<file path="config.mk">
export PLATFORM = sky130hd
export DESIGN_NAME = alu32
export DESIGN_NICKNAME = d
export VERILOG_FILES = /design/src/rtl/alu32.sv
export SDC_FILE = /design/constraint.sdc
export NUM_CORES = 1
export LEC_CHECK = 0
export CAP_MARGIN = 30
export CORE_MARGIN = 2
export CORE_UTILIZATION = 61
export CTS_CLUSTER_DIAMETER = 30
export CTS_CLUSTER_SIZE = 8
export DETAILED_ROUTE_END_ITERATION = 6
export PLACE_DENSITY = 0.95
export SETUP_SLACK_MARGIN = 0.02
export SKIP_LAST_GASP = 1
export SYNTH_ARGS = -nofsm -noshare
export SYNTH_HDL_FRONTEND = slang
export SYNTH_SLANG_ARGS = --single-unit
</file>
<file path="constraint.sdc">
create_clock -name clk -period 1.15 [get_ports clk]
set_input_delay 0.115 -clock clk [delete_from_list [all_inputs] [get_ports clk]]
set_output_delay 0.115 -clock clk [all_outputs]
set_load 0.05 [all_outputs]
</file>
<file path="src/rtl/alu32.sv">
// 32-bit MIPS-style execute-stage ALU: 14 ops on a/b, result and Z/C/N/V flags registered.
// Optional build macro: ALU_LUI_EN enables the LUI path on opcode 100x (otherwise it yields 0).
module alu32 (
  input  logic        clk,
  input  logic        rst,
  input  logic [31:0] a,
  input  logic [31:0] b,
  input  logic [3:0]  aluc,
  output logic [31:0] r,
  output logic        zero,
  output logic        carry,
  output logic        negative,
  output logic        overflow
);

  logic [31:0] r_d, r_q;
  logic        zero_d, zero_q;
  logic        carry_d, carry_q;
  logic        negative_d, negative_q;
  logic        overflow_d, overflow_q;

  logic [4:0]  sh;
  logic [32:0] sum, dif;
  logic [32:0] sll_w, srl_w, sra_w;
  logic        slt;

  always_comb begin
    sh    = a[4:0];
    sum   = {1'b0, a} + {1'b0, b};
    // bit 32 of the widened difference is the unsigned borrow (a < b)
    dif   = {1'b0, a} - {1'b0, b};
    slt   = $signed(a) < $signed(b);
    // Widened shifts: the extra bit catches the last bit shifted out, and is 0 for sh==0
    sll_w = {1'b0, b} << sh;
    srl_w = {b, 1'b0} >> sh;
    sra_w = $signed({b, 1'b0}) >>> sh;

    r_d        = '0;
    carry_d    = 1'b0;
    overflow_d = 1'b0;
    case (aluc)
      4'b0000: begin
        r_d     = sum[31:0];
        carry_d = sum[32];
      end
      4'b0010: begin
        r_d        = sum[31:0];
        overflow_d = (a[31] == b[31]) && (sum[31] != a[31]);
      end
      4'b0001: begin
        r_d     = dif[31:0];
        carry_d = dif[32];
      end
      4'b0011: begin
        r_d        = dif[31:0];
        overflow_d = (a[31] != b[31]) && (dif[31] != a[31]);
      end
      4'b0100: r_d = a & b;
      4'b0101: r_d = a | b;
      4'b0110: r_d = a ^ b;
      4'b0111: r_d = ~(a | b);
      4'b1000, 4'b1001: begin
`ifdef ALU_LUI_EN
        r_d = {b[15:0], 16'h0000};
`else
        r_d = '0;
`endif
      end
      4'b1011: r_d = {31'b0, slt};
      4'b1010: begin
        r_d     = {31'b0, dif[32]};
        carry_d = dif[32];
      end
      4'b1100: begin
        r_d     = sra_w[32:1];
        carry_d = sra_w[0];
      end
      4'b1101: begin
        r_d     = srl_w[32:1];
        carry_d = srl_w[0];
      end
      4'b1110, 4'b1111: begin
        r_d     = sll_w[31:0];
        carry_d = sll_w[32];
      end
      default: r_d = '0;
    endcase

    negative_d = (aluc == 4'b1011) ? slt : r_d[31];
    zero_d     = (r_d == 32'h0);
  end

  always_ff @(posedge clk or posedge rst) begin
    if (rst) begin
      r_q        <= '0;
      zero_q     <= 1'b0;
      carry_q    <= 1'b0;
      negative_q <= 1'b0;
      overflow_q <= 1'b0;
    end else begin
      r_q        <= r_d;
      zero_q     <= zero_d;
      carry_q    <= carry_d;
      negative_q <= negative_d;
      overflow_q <= overflow_d;
    end
  end

  assign r        = r_q;
  assign zero     = zero_q;
  assign carry    = carry_q;
  assign negative = negative_q;
  assign overflow = overflow_q;

endmodule

</file>
==> flow_summary.json, run 1 <==
{
  "async_reset_ff_frac": 1.00,
  "yosysTopAreaCellShare": 0.112,
  "tool.error": "[ERROR DPL-0038] Utilization greater than 100%, impossible to legalize",
  "start_util": 0.617,
  "synth-seq-cells": 36,
  "clkSinkCount": 36,
  "yosysTopAreaCell": "mux4_2",
  "cts_made_buffers": 5,
  "cts-root-buf": "clkbuf_16",
  "hold_buffers": 0,
  "netlist_area_mm2": 0.0119,
  "status": "stopped before the end",
  "ys_warn_count": 0,
  "dpl-instance-area_mm2": 0.0181,
  "num_io_pins": 106,
  "io_buffers": 105,
  "synth_edf_count": 0,
  "failing_step": "clock tree synthesis",
  "synth_cell_types": 83,
  "syn_inst": 1643,
  "synth-seq-area-share": 0.0758,
  "syn_avg_cell_area_um2": 7.24,
  "synth-main-ff-cell": "dfrtp_1",
  "synth_most_common_cell": "nand2_1",
  "netlist_top_cells_area": "mux4_2 (11%), ha_1 (10%), dfrtp_1 (7.6%)",
  "htreeDepth": 2,
  "ctsResizeCount": 533,
  "yosys-top-cells-count": "nand2_1 (176), nor2_1 (128), o21ai_0 (125)",
  "place_congestion": 1.36,
  "post-cts-setup-buffer-count": 110,
  "die_h_um": 144,
  "dp_hpwl_mm": 62.8,
  "rows": 51,
  "synthesis.nets": 1812,
  "cts_buffer_depth": 2,
  "die_w_um": 144
}
[per-stage QoR]
step	instances	worst slack (ns)
3_5_place_dp	2502	-3.45
3_3_place_gp	2502	-3.03
2_1_floorplan	1643	-2.74
[logic make-up after synthesis]
| logic type | share of synthesized area |
|---|---|
| AOI/OAI and AO/OA | 0.319 |
| xor gates and xnor gates | 0.0184 |
| adders and majority gates | 0.105 |
| buffers and inverters | 0.0899 |
| DFF | 0.0758 |
| muxes | 0.186 |
| and+or+nand+nor | 0.206 |
==> run 2: changes to the inputs <==
--- a/config.mk
+++ b/config.mk
@@ -7,12 +7,9 @@
 export LEC_CHECK = 0
 export CAP_MARGIN = 30
 export CORE_MARGIN = 2
-export CORE_UTILIZATION = 61
-export CTS_CLUSTER_DIAMETER = 30
-export CTS_CLUSTER_SIZE = 8
+export CORE_UTILIZATION = 40
 export DETAILED_ROUTE_END_ITERATION = 6
-export PLACE_DENSITY = 0.95
-export SETUP_SLACK_MARGIN = 0.02
+export PLACE_DENSITY_LB_ADDON = 0.15
 export SKIP_LAST_GASP = 1
 export SYNTH_ARGS = -nofsm -noshare
 export SYNTH_HDL_FRONTEND = slang
==> flow_summary.json, run 2 <==
{
  "yosys-top-cells-count": "nand2_1 (176), nor2_1 (128), o21ai_0 (125)",
  "final_common_cell": "buf_4",
  "via_count": 18744,
  "async_reset_ff_frac": 1.00,
  "path_clk_slew_ns": 0.07,
  "die_area_mm2": 0.0311,
  "num_io_pins": 106,
  "final_cell_mix": "buf_4 (707), nand2_1 (163), nor2_1 (109)",
  "hold_buffers": 0,
  "fin_util": 0.770,
  "avgViaCountPerCell": 6.63,
  "synth_cell_types": 83,
  "hold_violations": 0,
  "cts_buffer_depth": 2,
  "worst-path-max-fanout": 7,
  "synth-main-ff-cell": "dfrtp_1",
  "drv_slew": 0,
  "netlist_top_cells_area": "mux4_2 (11%), ha_1 (10%), dfrtp_1 (7.6%)",
  "antenna_left": 0,
  "power.density_mw_per_mm2": 713,
  "clkSinkCount": 36,
  "finalNetCount": 2606,
  "leakage_nw": 10.0,
  "crit_type": "in2reg",
  "drive_gt1_frac": 0.560,
  "violations": "DRC, setup timing",
  "grt_setup_unrepaired": "true",
  "drv_cap": 0,
  "htreeDepth": 2,
  "synth-seq-cells": 36,
  "drt_first_pass_iters": 7,
  "synthesis.nets": 1812,
  "peakVddDrop_mv": 0.544,
  "setup.worst_path.end_class": "register",
  "place_ws_ns": -3.35,
  "start_util": 0.403,
  "io_buffers": 105,
  "grt_pass1_vias": 17768,
  "period_needed_ns": 3.68,
  "die_w_um": 176,
  "synth_most_common_cell": "nand2_1",
  "die_h_um": 176,
  "status": "finished, violations left",
  "largest_reg_flops": 32,
  "drt-total-wl_mm": 77.6,
  "crit_path_start": "a[0]",
  "syn_inst": 1643,
  "place_congestion": 1.14,
  "yosysTopAreaCellShare": 0.112,
  "finalCritPeriodShare": 3.20,
  "dpl-instance-area_mm2": 0.0188,
  "cp.required_ns": 1.36,
  "grt_pass1_wl_mm": 111,
  "finish.instance_area_mm2": 0.0227,
  "first_iter_violations": 2819,
  "rows": 63,
  "yosysTopAreaCell": "mux4_2",
  "crit_arrival_ns": 3.89,
  "dp_hpwl_mm": 57.4,
  "coreArea_mm2": 0.0295,
  "fillers": 2051,
  "cts_tree": "built",
  "startpoint_type": "input pin",
  "maxSlewHeadroom": 0.537,
  "fmaxAchievable_mhz": 272,
  "grt_overflow_total": 0,
  "synth-seq-area-share": 0.0758,
  "worst_slack_ns": -2.53,
  "cts-root-buf": "clkbuf_16",
  "avgRoutedWirePerCell_um": 27.4,
  "drc": 21,
  "grt_util_all_layers": 0.471,
  "worst_pin_slew_ns": 0.689,
  "syn_avg_cell_area_um2": 7.24,
  "antenna_found_initial": 4,
  "ys_warn_count": 0,
  "syn2layout_area_growth_pct": 91.0,
  "setup_viol": 36,
  "cts_made_buffers": 5,
  "grt_max_degree": 66,
  "netlist_area_mm2": 0.0119,
  "synth_edf_count": 0,
  "hold_class": "in2async"
}
## run 2: cell counts after synthesis
Identical to the previous run, type by type.
## run 2: cell families (layout without fill, tap and decap cells)
group | after synthesis | after routing | share of synthesized area
other cells | 0 | 1 | 0
mux | 142 | 142 | 0.186
buf+inv | 260 | 1055 | 0.0899
compound gates | 559 | 559 | 0.319
xor+xnor | 25 | 25 | 0.0184
simple gates | 522 | 522 | 0.206
flops | 36 | 36 | 0.0758
fa+ha+maj | 99 | 99 | 0.105
## run 2: critical path, stage by stage
cell and delay [ns]:
buf_16 0.14, buf_6 0.16, mux2_4 0.32, mux4_2 0.53, o211ai_1 0.21, a32o_2 0.26
o2111ai_2 0.14, or4_4 0.50, or4_4 0.48, nor4_4 0.14, nand4b_1 0.20, or4_4 0.53
nor4_2 0.15
## run 2: worst max path at each step
stage | endpoint | slack, ns
floorplan | zero | -2.74
global placement | zero | -3.33
detailed placement | zero | -3.35
CTS | zero | -2.47
global route | zero | -2.57
finish | zero | -2.53
## run 2: layout make-up
| cell class | count | area (µm²) | area share |
|---|---|---|---|
| Clock buffer | 8 | 146 | 0.00645 |
| Sequential cell | 36 | 901 | 0.0397 |
| Timing Repair Buffer | 943 | 8410 | 0.371 |
| Tap cell | 390 | 488 | 0.0215 |
| Antenna cell | 1 | 2.50 | 0.000110 |
| Multi-Input combinational cell | 1347 | 12300 | 0.542 |
| Inverter | 104 | 438 | 0.0193 |
## run 2: repair_timing
action / 4_1_cts / 5_1_grt
resized for setup: 583 / 198
endpoints found under the setup margin: 36 / 36
pin swaps: 155 / 118
gates cloned: 3 / 1
buffers inserted: 105 / 63
## run 2: stage by stage
step                setup TNS [ns]  hold slack, ns  cells  power, mW
floorplan                   -51.95           0.282   1643       6.36
global placement            -77.55           0.497   2677       11.7
detailed placement          -78.41           0.496   2678       11.8
CTS                         -48.28           0.176   2780       14.9
global route                -52.78           0.212   2828       16.6
finish                      -51.21           0.174   2829       16.2
## run 2: report_power, final
group / switching, mW / internal [mW] / total (mW)
registers: 0.150 / 1.45 / 1.60
clock network: 0.615 / 0.867 / 1.48
logic: 6.77 / 6.33 / 13.1
## run 2: per-layer routing
metal,vias up,GRT usage,wire length (µm)
met1,8923,0.594,28100
met5,-,0,40
li1,7778,-,-
met3,463,0.111,9670
met2,1574,0.731,33200
met4,6,0.283,6570
(Power assumes the default switching activity.)
==> RTL edit (settings of run 2) <==
`r_q` no longer has a reset.
--- a/src/rtl/alu32.sv
+++ b/src/rtl/alu32.sv
@@ -94,3 +94,2 @@
     if (rst) begin
-      r_q        <= '0;
       zero_q     <= 1'b0;
@@ -100,3 +99,2 @@
     end else begin
-      r_q        <= r_d;
       zero_q     <= zero_d;
@@ -106,2 +104,6 @@
     end
+  end
+
+  always_ff @(posedge clk) begin
+    r_q <= r_d;
   end
Function: changed (Yosys sat finds a counterexample within 4 cycles, from zero or initial values and one cycle with rst high).
==> RTL edit against run 2 <==
  * The run still ends with DRC, setup timing left
  * Wire length shrank 1.4%
  * Final cell count shrank 1.9%
  * Cell area shrank 4.8%
  * Clock power grew 4%
  * Combinational power shrank 5%
  * Critical path type unchanged
  * Total power shrank 3.8%
  * Synthesized area shrank 1.3%
  * Worst hold slack lost 160 ps
  * Sequential cell count is the same
  * Worst setup slack lost 120 ps
  * Critical endpoint unchanged
==> RTL edit: results (changes against run 2) <==
[status]
status = complete, but fails checks
violations = DRC, setup timing

[power]
leakage_nw = 9.59  ; -4.5%
max-vdd-ir-drop_mv = 0.559  ; +2.9%

[final_layout]
layout-drive-gt1-share = 0.525  ; -0.0356
fill_cells = 2159  ; +5.3%
fin_nets = 2556  ; -1.9%

[routing]
wl_met2_um = 33200  ; -0.22%
drt-initial-drc-count = 2829  ; +0.35%
dr_wl_met3_um = 8900  ; -7.9%
drc_errors = 3  ; -86%
maxUsedRoutingLayer = met4
drt-met1-wl_um = 27600  ; -1.8%
avgViaCountPerCell = 6.57  ; -0.79%
wl_um = 76500  ; -1.4%

[global_route]
antenna_found_initial = 1  ; -3
grt_pass1_wl_um = 108000  ; -2.1%
grt_pass1_vias = 17300  ; -2.8%
track_usage = 0.466  ; -0.00509
grt_max_degree = 44  ; -33%

[timing]
fin_ws_ps = -2650  ; -120 ps
setup_violations = 36  ; unchanged
tightestPinTransition_ps = 980  ; +292 ps

[yosys]
async_flop_share = 0.111  ; -0.889
ys.flop_type = dfxtp_1
synthTopCellsByArea = mux4_2, ha_1, nand2_1
seq_area_frac_synth = 0.0631  ; -0.0126

[worst_setup_path]
worstPathArrival_ps = 4010  ; +120 ps
worstPathMaxFanout = 5  ; -2

[placement]
place_ws_ps = -3400  ; -54.3 ps
placedInstanceArea_um2 = 18600  ; -0.84%
dp_hpwl_um = 57800  ; +0.72%
globalplace.congestion = 1.11  ; -2.2%

[clocking]
root_buffer = clkbuf_16

==> RTL edit: changes by cell type after synthesis, sizes merged <==
cell,before,now
dfxtp,0,32
dfrtp,36,4
==> RTL edit: logic make-up (layout without fill, tap and decap cells) <==
family / Yosys count / in the layout / share of synthesized area
compound gates: 559 / 559 / 0.323
xor+xnor: 25 / 25 / 0.0187
fa+ha+maj: 99 / 99 / 0.107
buf+inv: 260 / 1005 / 0.0911
flops: 36 / 36 / 0.0631
mux: 142 / 142 / 0.188
other cells: 0 / 2 / 0
simple gates: 522 / 522 / 0.209
==> RTL edit: critical path, cell delays in order <==
cell	delay [ps]
buf_16	130
buf_6	120
inv_6	40
ha_4	160
fa_2	400
xor2_1	190
o2111ai_1	190
a32oi_1	170
or3_1	430
or3_1	410
or4_4	530
nor4_2	150
nand4b_1	230
or4_4	590
nor4_2	130
==> RTL edit: per-stage QoR <==
stage	cells	hold WS, ps	TNS [ps]	power, mW
floorplan	1643	-119	-51680	6.35
global placement	2678	322	-78850	11.7
detailed placement	2678	323	-79710	11.7
CTS	2738	18.3	-50090	14.3
global route	2773	23.5	-52090	16.0
finish	2774	13.0	-50490	15.6
==> RTL edit: what timing repair did <==
| item | 4_1_cts | 5_1_grt |
|---|---|---|
| hold buffers | 0 | 0 |
| pin swaps | 99 | 127 |
| resized for setup | 410 | 243 |
| endpoints found under the hold margin | 0 | 0 |
| setup buffers | 61 | 57 |
| cloned | 0 | 3 |
| setup endpoints to repair | 36 | 36 |
==> RTL edit: power by group <==
part | leakage, nW | internal, mW | switching [mW]
clock | 0.0701 | 0.868 | 0.676
combinational | 9.20 | 5.91 | 6.52
sequential | 0.321 | 1.44 | 0.158
==> RTL edit: cell type report <==
type,instances,area [um2],area share
multi-input cells,1347,11900,0.550
repair buffers,893,7890,0.365
flip-flops and latches,36,741,0.0343
well taps,384,480,0.0222
inverters,104,450,0.0208
clock buffers,7,143,0.00660
clock inverters,1,7.51,0.000347
diodes,2,5.00,0.000232
==> RTL edit: metal layers <==
metal  global-route usage  up-vias
met2                0.731     1397
li1                     -     7681
met3                0.110      434
met4                0.299        0
met1                0.573     8722
met5                    0        -
==> RTL edit: worst paths after layout <==
path / slack (ps) / to / startpoint
min in group clk: 710 / r[23]$_DFF_P_ / a[4]
max in group asynchronous: 980 / zero$_DFF_PP0_ / rst
worst min-delay path: 10 / negative$_DFF_PP0_ / rst
worst max-delay path: -2650 / zero$_DFF_PP0_ / a[0]
